===== config.mk =====
export PLATFORM = sky130hd
export DESIGN_NAME = cache_fill_controller_flat
export DESIGN_NICKNAME = d
export VERILOG_FILES = /design/src/rtl/cache_pkg.sv /design/src/rtl/cache_fill_controller_if.sv /design/src/rtl/fill_counter.sv /design/src/rtl/cache_fill_controller.sv /design/src/flat_wrapper.sv
export SDC_FILE = /design/constraint.sdc
export NUM_CORES = 1
export LEC_CHECK = 0
export ABC_AREA = 1
export CAP_MARGIN = 0
export CORE_ASPECT_RATIO = 0.7
export CORE_MARGIN = 2
export CORE_UTILIZATION = 41
export CTS_CLUSTER_SIZE = 25
export DETAILED_ROUTE_END_ITERATION = 6
export PLACE_DENSITY = 0.87
export SYNTH_ARGS = -nofsm -noshare
export SYNTH_HDL_FRONTEND = slang
export SYNTH_SLANG_ARGS = --single-unit

===== constraint.sdc =====
create_clock -name clk -period 2.29 [get_ports clk]
set_input_delay 0.458 -clock clk [delete_from_list [all_inputs] [get_ports clk]]
set_output_delay 0.458 -clock clk [all_outputs]
set_load 0.05 [all_outputs]

===== src/rtl/cache_pkg.sv =====
// rtl/cache_pkg.sv - shared types and constants for the cache fill controller
package cache_pkg;

  typedef enum logic {
    IDLE = 1'b0,
    FILL = 1'b1
  } fill_state_t;

  localparam int WORDS_PER_BLOCK   = 8;
  localparam int BLOCK_OFFSET_BITS = 4;
  localparam int WORD_IDX_BITS     = 3;

  localparam logic SEL_ICACHE = 1'b0;
  localparam logic SEL_DCACHE = 1'b1;

endpackage


===== src/rtl/cache_fill_controller_if.sv =====
// rtl/cache_fill_controller_if.sv - miss request, main memory and fill write signals
interface cache_fill_controller_if #(
  parameter int ADDR_W = 16,
  parameter int DATA_W = 16
);

  logic              i_miss;
  logic [ADDR_W-1:0] i_miss_addr;
  logic              d_miss;
  logic [ADDR_W-1:0] d_miss_addr;
  logic              mem_data_valid;
  logic [DATA_W-1:0] mem_data_in;
  logic              mem_en;
  logic [ADDR_W-1:0] mem_addr;
  logic              i_busy;
  logic              d_busy;
  logic              fill_sel;
  logic              fill_data_wen;
  logic [2:0]        fill_word;
  logic [DATA_W-1:0] fill_data;
  logic              fill_tag_wen;
  logic [ADDR_W-1:0] fill_block_addr;

  modport master (
    input  i_miss, i_miss_addr, d_miss, d_miss_addr, mem_data_valid, mem_data_in,
    output mem_en, mem_addr, i_busy, d_busy, fill_sel, fill_data_wen, fill_word,
           fill_data, fill_tag_wen, fill_block_addr
  );

  modport slave (
    output i_miss, i_miss_addr, d_miss, d_miss_addr, mem_data_valid, mem_data_in,
    input  mem_en, mem_addr, i_busy, d_busy, fill_sel, fill_data_wen, fill_word,
           fill_data, fill_tag_wen, fill_block_addr
  );

endinterface


===== src/rtl/fill_counter.sv =====
// rtl/fill_counter.sv - up-counter with enable and synchronous clear
module fill_counter #(
  parameter int W = 4
) (
  input  logic         clk,
  input  logic         rst_n,
  input  logic         en,
  input  logic         clr,
  output logic [W-1:0] count
);

  always_ff @(posedge clk or negedge rst_n) begin
    if (!rst_n) begin
      count <= '0;
    end else if (clr) begin
      count <= '0;
    end else if (en) begin
      count <= count + W'(1);
    end
  end

endmodule


===== src/rtl/cache_fill_controller.sv =====
// rtl/cache_fill_controller.sv - single-outstanding block fill engine, D-cache over I-cache
module cache_fill_controller #(
  parameter int WORDS_PER_BLOCK = 8,
  parameter int ADDR_W          = 16,
  parameter int DATA_W          = 16
) (
  input  logic                     clk,
  input  logic                     rst_n,
  cache_fill_controller_if.master  bus
);

  import cache_pkg::*;

  localparam logic [3:0] LAST_WORD = 4'(WORDS_PER_BLOCK - 1);
  localparam logic [3:0] ISSUE_END = 4'(WORDS_PER_BLOCK);

  fill_state_t       state;
  logic              fill_sel_q;
  logic              i_busy_q;
  logic              d_busy_q;
  logic              mem_en_q;
  logic [ADDR_W-1:0] mem_addr_q;
  logic [ADDR_W-1:0] fill_block_addr_q;
  logic [ADDR_W-1:0] grant_addr;
  logic [ADDR_W-1:0] grant_base;
  logic [DATA_W-1:0] fill_data_c;
  logic [3:0]        issue_cnt;
  logic [3:0]        recv_cnt;
  logic [3:0]        issue_nxt;
  logic              in_fill;
  logic              recv_valid;
  logic              last_word;
  logic              cnt_clr;
  logic              grant_any;
  logic              unused_offset_bits;

  assign in_fill    = (state == FILL);
  assign recv_valid = in_fill && bus.mem_data_valid;
  assign last_word  = recv_valid && (recv_cnt == LAST_WORD);
  assign cnt_clr    = !in_fill || last_word;
  assign issue_nxt  = issue_cnt + 4'd1;

  // D-cache wins a same-cycle tie; the block base drops the byte offset
  assign grant_any  = bus.d_miss || bus.i_miss;
  assign grant_addr = bus.d_miss ? bus.d_miss_addr : bus.i_miss_addr;
  assign grant_base = {grant_addr[ADDR_W-1:BLOCK_OFFSET_BITS], {BLOCK_OFFSET_BITS{1'b0}}};
  assign unused_offset_bits = ^grant_addr[BLOCK_OFFSET_BITS-1:0];

  fill_counter #(.W(4)) u_issue_cnt (
    .clk   (clk),
    .rst_n (rst_n),
    .en    (in_fill && mem_en_q),
    .clr   (cnt_clr),
    .count (issue_cnt)
  );

  fill_counter #(.W(4)) u_recv_cnt (
    .clk   (clk),
    .rst_n (rst_n),
    .en    (recv_valid),
    .clr   (cnt_clr),
    .count (recv_cnt)
  );

  always_ff @(posedge clk or negedge rst_n) begin
    if (!rst_n) begin
      state             <= IDLE;
      fill_sel_q        <= SEL_ICACHE;
      fill_block_addr_q <= '0;
      i_busy_q          <= 1'b0;
      d_busy_q          <= 1'b0;
      mem_en_q          <= 1'b0;
      mem_addr_q        <= '0;
    end else begin
      case (state)
        IDLE: begin
          if (grant_any) begin
            state             <= FILL;
            fill_sel_q        <= bus.d_miss ? SEL_DCACHE : SEL_ICACHE;
            fill_block_addr_q <= grant_base;
            i_busy_q          <= !bus.d_miss;
            d_busy_q          <= bus.d_miss;
            mem_en_q          <= 1'b1;
            mem_addr_q        <= grant_base;
          end
        end
        FILL: begin
          // Word offsets are spliced in rather than added, so no carry past the block
          if (mem_en_q) begin
            if (issue_nxt < ISSUE_END) begin
              mem_addr_q <= {fill_block_addr_q[ADDR_W-1:BLOCK_OFFSET_BITS],
                             issue_nxt[WORD_IDX_BITS-1:0], 1'b0};
            end else begin
              mem_en_q   <= 1'b0;
              mem_addr_q <= '0;
            end
          end
          if (last_word) begin
            state    <= IDLE;
            i_busy_q <= 1'b0;
            d_busy_q <= 1'b0;
          end
        end
        default: state <= IDLE;
      endcase
    end
  end

  assign fill_data_c = recv_valid ? bus.mem_data_in : '0;

  assign bus.mem_en          = mem_en_q;
  assign bus.mem_addr        = mem_addr_q;
  assign bus.i_busy          = i_busy_q;
  assign bus.d_busy          = d_busy_q;
  assign bus.fill_sel        = fill_sel_q;
  assign bus.fill_data_wen   = recv_valid;
  assign bus.fill_word       = recv_cnt[WORD_IDX_BITS-1:0];
  assign bus.fill_data       = fill_data_c;
  assign bus.fill_tag_wen    = last_word;
  assign bus.fill_block_addr = fill_block_addr_q;

endmodule


===== src/flat_wrapper.sv =====
// flat-port wrapper written by rule: the top's interface ports become plain ports
module cache_fill_controller_flat import cache_pkg::*;
#(
  parameter int WORDS_PER_BLOCK = 8,
  parameter int ADDR_W          = 16,
  parameter int DATA_W          = 16
)
  (clk, rst_n, bus_i_miss, bus_i_miss_addr, bus_d_miss, bus_d_miss_addr, bus_mem_data_valid, bus_mem_data_in, bus_mem_en, bus_mem_addr, bus_i_busy, bus_d_busy, bus_fill_sel, bus_fill_data_wen, bus_fill_word, bus_fill_data, bus_fill_tag_wen, bus_fill_block_addr);
  cache_fill_controller_if #(.ADDR_W(ADDR_W), .DATA_W(DATA_W)) bus_i ();
  input  logic clk;
  input  logic rst_n;
  input wire logic [$bits(bus_i.i_miss)-1:0] bus_i_miss;
  input wire logic [$bits(bus_i.i_miss_addr)-1:0] bus_i_miss_addr;
  input wire logic [$bits(bus_i.d_miss)-1:0] bus_d_miss;
  input wire logic [$bits(bus_i.d_miss_addr)-1:0] bus_d_miss_addr;
  input wire logic [$bits(bus_i.mem_data_valid)-1:0] bus_mem_data_valid;
  input wire logic [$bits(bus_i.mem_data_in)-1:0] bus_mem_data_in;
  output wire logic [$bits(bus_i.mem_en)-1:0] bus_mem_en;
  output wire logic [$bits(bus_i.mem_addr)-1:0] bus_mem_addr;
  output wire logic [$bits(bus_i.i_busy)-1:0] bus_i_busy;
  output wire logic [$bits(bus_i.d_busy)-1:0] bus_d_busy;
  output wire logic [$bits(bus_i.fill_sel)-1:0] bus_fill_sel;
  output wire logic [$bits(bus_i.fill_data_wen)-1:0] bus_fill_data_wen;
  output wire logic [$bits(bus_i.fill_word)-1:0] bus_fill_word;
  output wire logic [$bits(bus_i.fill_data)-1:0] bus_fill_data;
  output wire logic [$bits(bus_i.fill_tag_wen)-1:0] bus_fill_tag_wen;
  output wire logic [$bits(bus_i.fill_block_addr)-1:0] bus_fill_block_addr;
  assign bus_i.i_miss = bus_i_miss;
  assign bus_i.i_miss_addr = bus_i_miss_addr;
  assign bus_i.d_miss = bus_d_miss;
  assign bus_i.d_miss_addr = bus_d_miss_addr;
  assign bus_i.mem_data_valid = bus_mem_data_valid;
  assign bus_i.mem_data_in = bus_mem_data_in;
  assign bus_mem_en = bus_i.mem_en;
  assign bus_mem_addr = bus_i.mem_addr;
  assign bus_i_busy = bus_i.i_busy;
  assign bus_d_busy = bus_i.d_busy;
  assign bus_fill_sel = bus_i.fill_sel;
  assign bus_fill_data_wen = bus_i.fill_data_wen;
  assign bus_fill_word = bus_i.fill_word;
  assign bus_fill_data = bus_i.fill_data;
  assign bus_fill_tag_wen = bus_i.fill_tag_wen;
  assign bus_fill_block_addr = bus_i.fill_block_addr;
  cache_fill_controller #(.WORDS_PER_BLOCK(WORDS_PER_BLOCK), .ADDR_W(ADDR_W), .DATA_W(DATA_W)) u_core (.clk(clk), .rst_n(rst_n), .bus(bus_i));
endmodule

==> impl_metrics.py, run 1 <==
metrics = {
    "run_status": {
        "status": "complete, no violations",
    },
    "setup_path": {
        "critPathKind": "in2out",
        "startpoint_type": "input port",
        "cp-end-kind": "primary output",
        "path_max_fanout": 18,
        "arrival_ns": 1.66,
        "required_ns": 1.83,
    },
    "timing": {
        "tns_ns": 0,
        "drv_slew": 0,
        "fmax_mhz": 471,
        "skew_ns": 0.0107,
        "period_share_pct": 92.6,
        "rsz0062_at_grt": "false",
        "worstMarginPinSlew_ns": 0.548,
        "hold_violations": 0,
        "slew_headroom_pct": 63.4,
        "period_minus_slack_ns": 2.12,
        "setup_viol": 0,
    },
    "grt": {
        "antenna_found_initial": 0,
        "met3_usage_pct": 8.37,
        "track_usage_pct": 21.6,
        "grt_pass1_wl_mm": 10.7,
        "gr-usage-met2_pct": 35.5,
        "grt_pass1_vias": 2388,
        "top_usage_layer": "met2",
        "met1_usage_pct": 25.6,
        "grt_start_max_net_pins": 25,
        "grt.overflow.total": 0,
    },
    "place": {
        "place_hpwl_mm": 5.04,
        "gp_congestion": 0.788,
        "portBuffers": 96,
    },
    "clock_network": {
        "clk_pin_slew_ns": 0.08,
        "numCtsBuffers": 5,
        "cts.sink_count": 40,
        "cts_setup_buffers": 0,
        "clk_latency_ns": 0.30,
        "clockBufferDepth": 2,
        "cts-root-buf": "clkbuf_8",
        "cts_tree": "done",
        "h-tree-depth": 2,
    },
    "power": {
        "p_leak_nw": 1.99,
        "p_per_area_mw_per_mm2": 1420,
        "ir_drop_mv": 0.619,
    },
    "drt": {
        "drc": 0,
        "avgViaCountPerCell": 4.76,
        "postRouteAntennaNets": 0,
        "routed_wl_mm": 6.74,
        "drtIter0Drc": 138,
        "vias": 2468,
        "wire_per_inst_um": 13.0,
        "firstDrtPassIters": 5,
    },
    "die": {
        "core_area_mm2": 0.00570,
        "die_h_um": 68.2,
        "start_util_pct": 42.4,
        "die_x_um": 95.8,
        "die_area_mm2": 0.00654,
        "io_pins": 110,
        "row_count": 23,
    },
    "final_layout": {
        "fin_util_pct": 65.2,
        "nets": 497,
        "fillerInstances": 462,
        "num_antenna_cells": 0,
        "drive_above_1_share_pct": 14.2,
        "multi_input_area_mm2": 0.00100,
        "syn_to_final_growth_pct": 53.6,
        "seq_area_mm2": 0.00100,
    },
    "yosys": {
        "yosys.cell_types.count": 25,
        "ys_seq_area_share_pct": 41.4,
        "synth_area_mm2": 0.00242,
        "ys_warn_count": 0,
        "syn_inst": 346,
        "synth.avg_cell_area_um2": 6.99,
        "synth-seq-cells": 40,
    },
    "worst_hold_path": {
        "min_path_type": "reg2reg",
    },
    "flow_run": {
        "max-cap-violations": 0,
    },
}
-- worst max-delay path: stages --
cell	delay (ns)
clkdlybuf4s50_1	0.54
nand2_2	0.23
nor2_1	0.26
buf_12	0.17
-- report_power, final --
group	total, mW	internal [mW]	switching (mW)
registers	1.33	1.06	0.274
clock network	0.642	0.385	0.257
logic	3.30	1.14	2.16
total	5.27	2.58	2.69
-- cell usage after synthesis (all sizes together) --
cell,number,area (um2)
nand2,99,394
inv,75,284
nand3,51,268
dfrtp,40,1000
nor2,33,129
buf,19,141
a21oi,14,100
o21ai,6,30.0
ha,2,25.0
xor2,2,17.5
clkbuf,1,3.75
conb,1,3.75
nand4,1,6.26
o31ai,1,7.51
or2,1,6.26
-- stage by stage --
| step | std cells | hold WS, ns | cell area (um2) | setup WS [ns] | power (mW) |
|---|---|---|---|---|---|
| after floorplan | 350 | 0.162 | 2430 | 0.399 | 3.60 |
| after global placement | 509 | 0.304 | 3580 | 0.178 | 4.55 |
| after detailed placement | 509 | 0.301 | 3580 | 0.154 | 4.64 |
| after CTS | 518 | 0.506 | 3710 | 0.158 | 5.29 |
| after global routing | 518 | 0.533 | 3710 | 0.0978 | 5.60 |
| final | 518 | 0.496 | 3710 | 0.169 | 5.27 |
-- final cells by class --
cell class	instances	share of cell area, %
inverters	75	7.65
repair buffers	105	32.5
clock buffers	7	2.59
multi-input cells	215	27.0
clock inverters	1	0.809
well taps	75	2.53
flip-flops and latches	40	27.0
-- worst paths after layout --
| path | slack [ns] | end | cells past startpoint | from |
|---|---|---|---|---|
| worst max-delay path | 0.17 | bus_fill_data[5] | 4 | bus_mem_data_valid |
| worst min-delay path | 0.50 | u_core.bus.d_busy | 2 | u_core.bus.d_busy |
| worst max register to register | 0.75 | u_core.bus.mem_addr[15] | 7 | u_core.in_fill |
| worst min register to register | 0.50 | u_core.bus.d_busy | 2 | u_core.bus.d_busy |
| max in group asynchronous | 1.30 | u_core.bus.fill_block_addr[6] | 3 | rst_n |
| min in group asynchronous | 0.51 | u_core.bus.fill_block_addr[12] | 2 | rst_n |
-- cells in the final DEF, fill, tap and decap left out, drive strengths merged --
cell type / Yosys / layout
buf: 19 / 27
inv: 75 / 75
bufinv: 0 / 1
nand3: 51 / 51
ha: 2 / 2
nor2: 33 / 33
o21ai: 6 / 6
clkdlybuf4s50: 0 / 77
a21oi: 14 / 14
nand2: 99 / 99
dfrtp: 40 / 40
dlygate4sd3: 0 / 1
xor2: 2 / 2
clkbuf: 1 / 7
or2: 1 / 1
o31ai: 1 / 1
nand4: 1 / 1
conb: 1 / 5
-- cells by family (layout without fill, tap and decap cells) --
logic type	count (synthesis)	after routing	share of synthesized area (%)
buffers and inverters	95	188	17.8
AO/OA/AOI/OAI	21	21	5.69
flip-flops	40	40	41.4
XOR/XNOR	2	2	0.725
AND/OR/NAND/NOR	185	185	33.2
other	1	5	0.155
adder cells (fa/ha/maj)	2	2	1.04
-- layer usage --
layer / routed length (um) / vias to the layer above / share of wire (%)
li1: - / 1216 / -
met1: 2750 / 1130 / 41
met2: 3220 / 106 / 48
met3: 646 / 16 / 9.6
met4: 125 / 0 / 1.9
met5: 0 / - / 0
-- what timing repair did --
action,CTS,global route
resized for setup,0,0
hold endpoints to repair,6,0
hold buffers,1,0
setup endpoints to repair,0,0
-- sequential cells by signal (all words and copies together), names as in the netlist --
signal and count:
u_core.bus.mem_addr 15, u_core.in_fill 1, u_core.u_recv_cnt.count 4, u_core.u_issue_cnt.count 4, u_core.bus.fill_block_addr 12, u_core.bus.mem_en 1, u_core.bus.i_busy 1, u_core.bus.fill_sel 1
u_core.bus.d_busy 1
Power figures use the tool's default switching activity.
==> inputs of run 2 (changes only) <==
Settings changed: HOLD_SLACK_MARGIN set to 0.1.
==> results of run 2 <==
The final DEF is identical to that of run 1; final timing and power are the same.
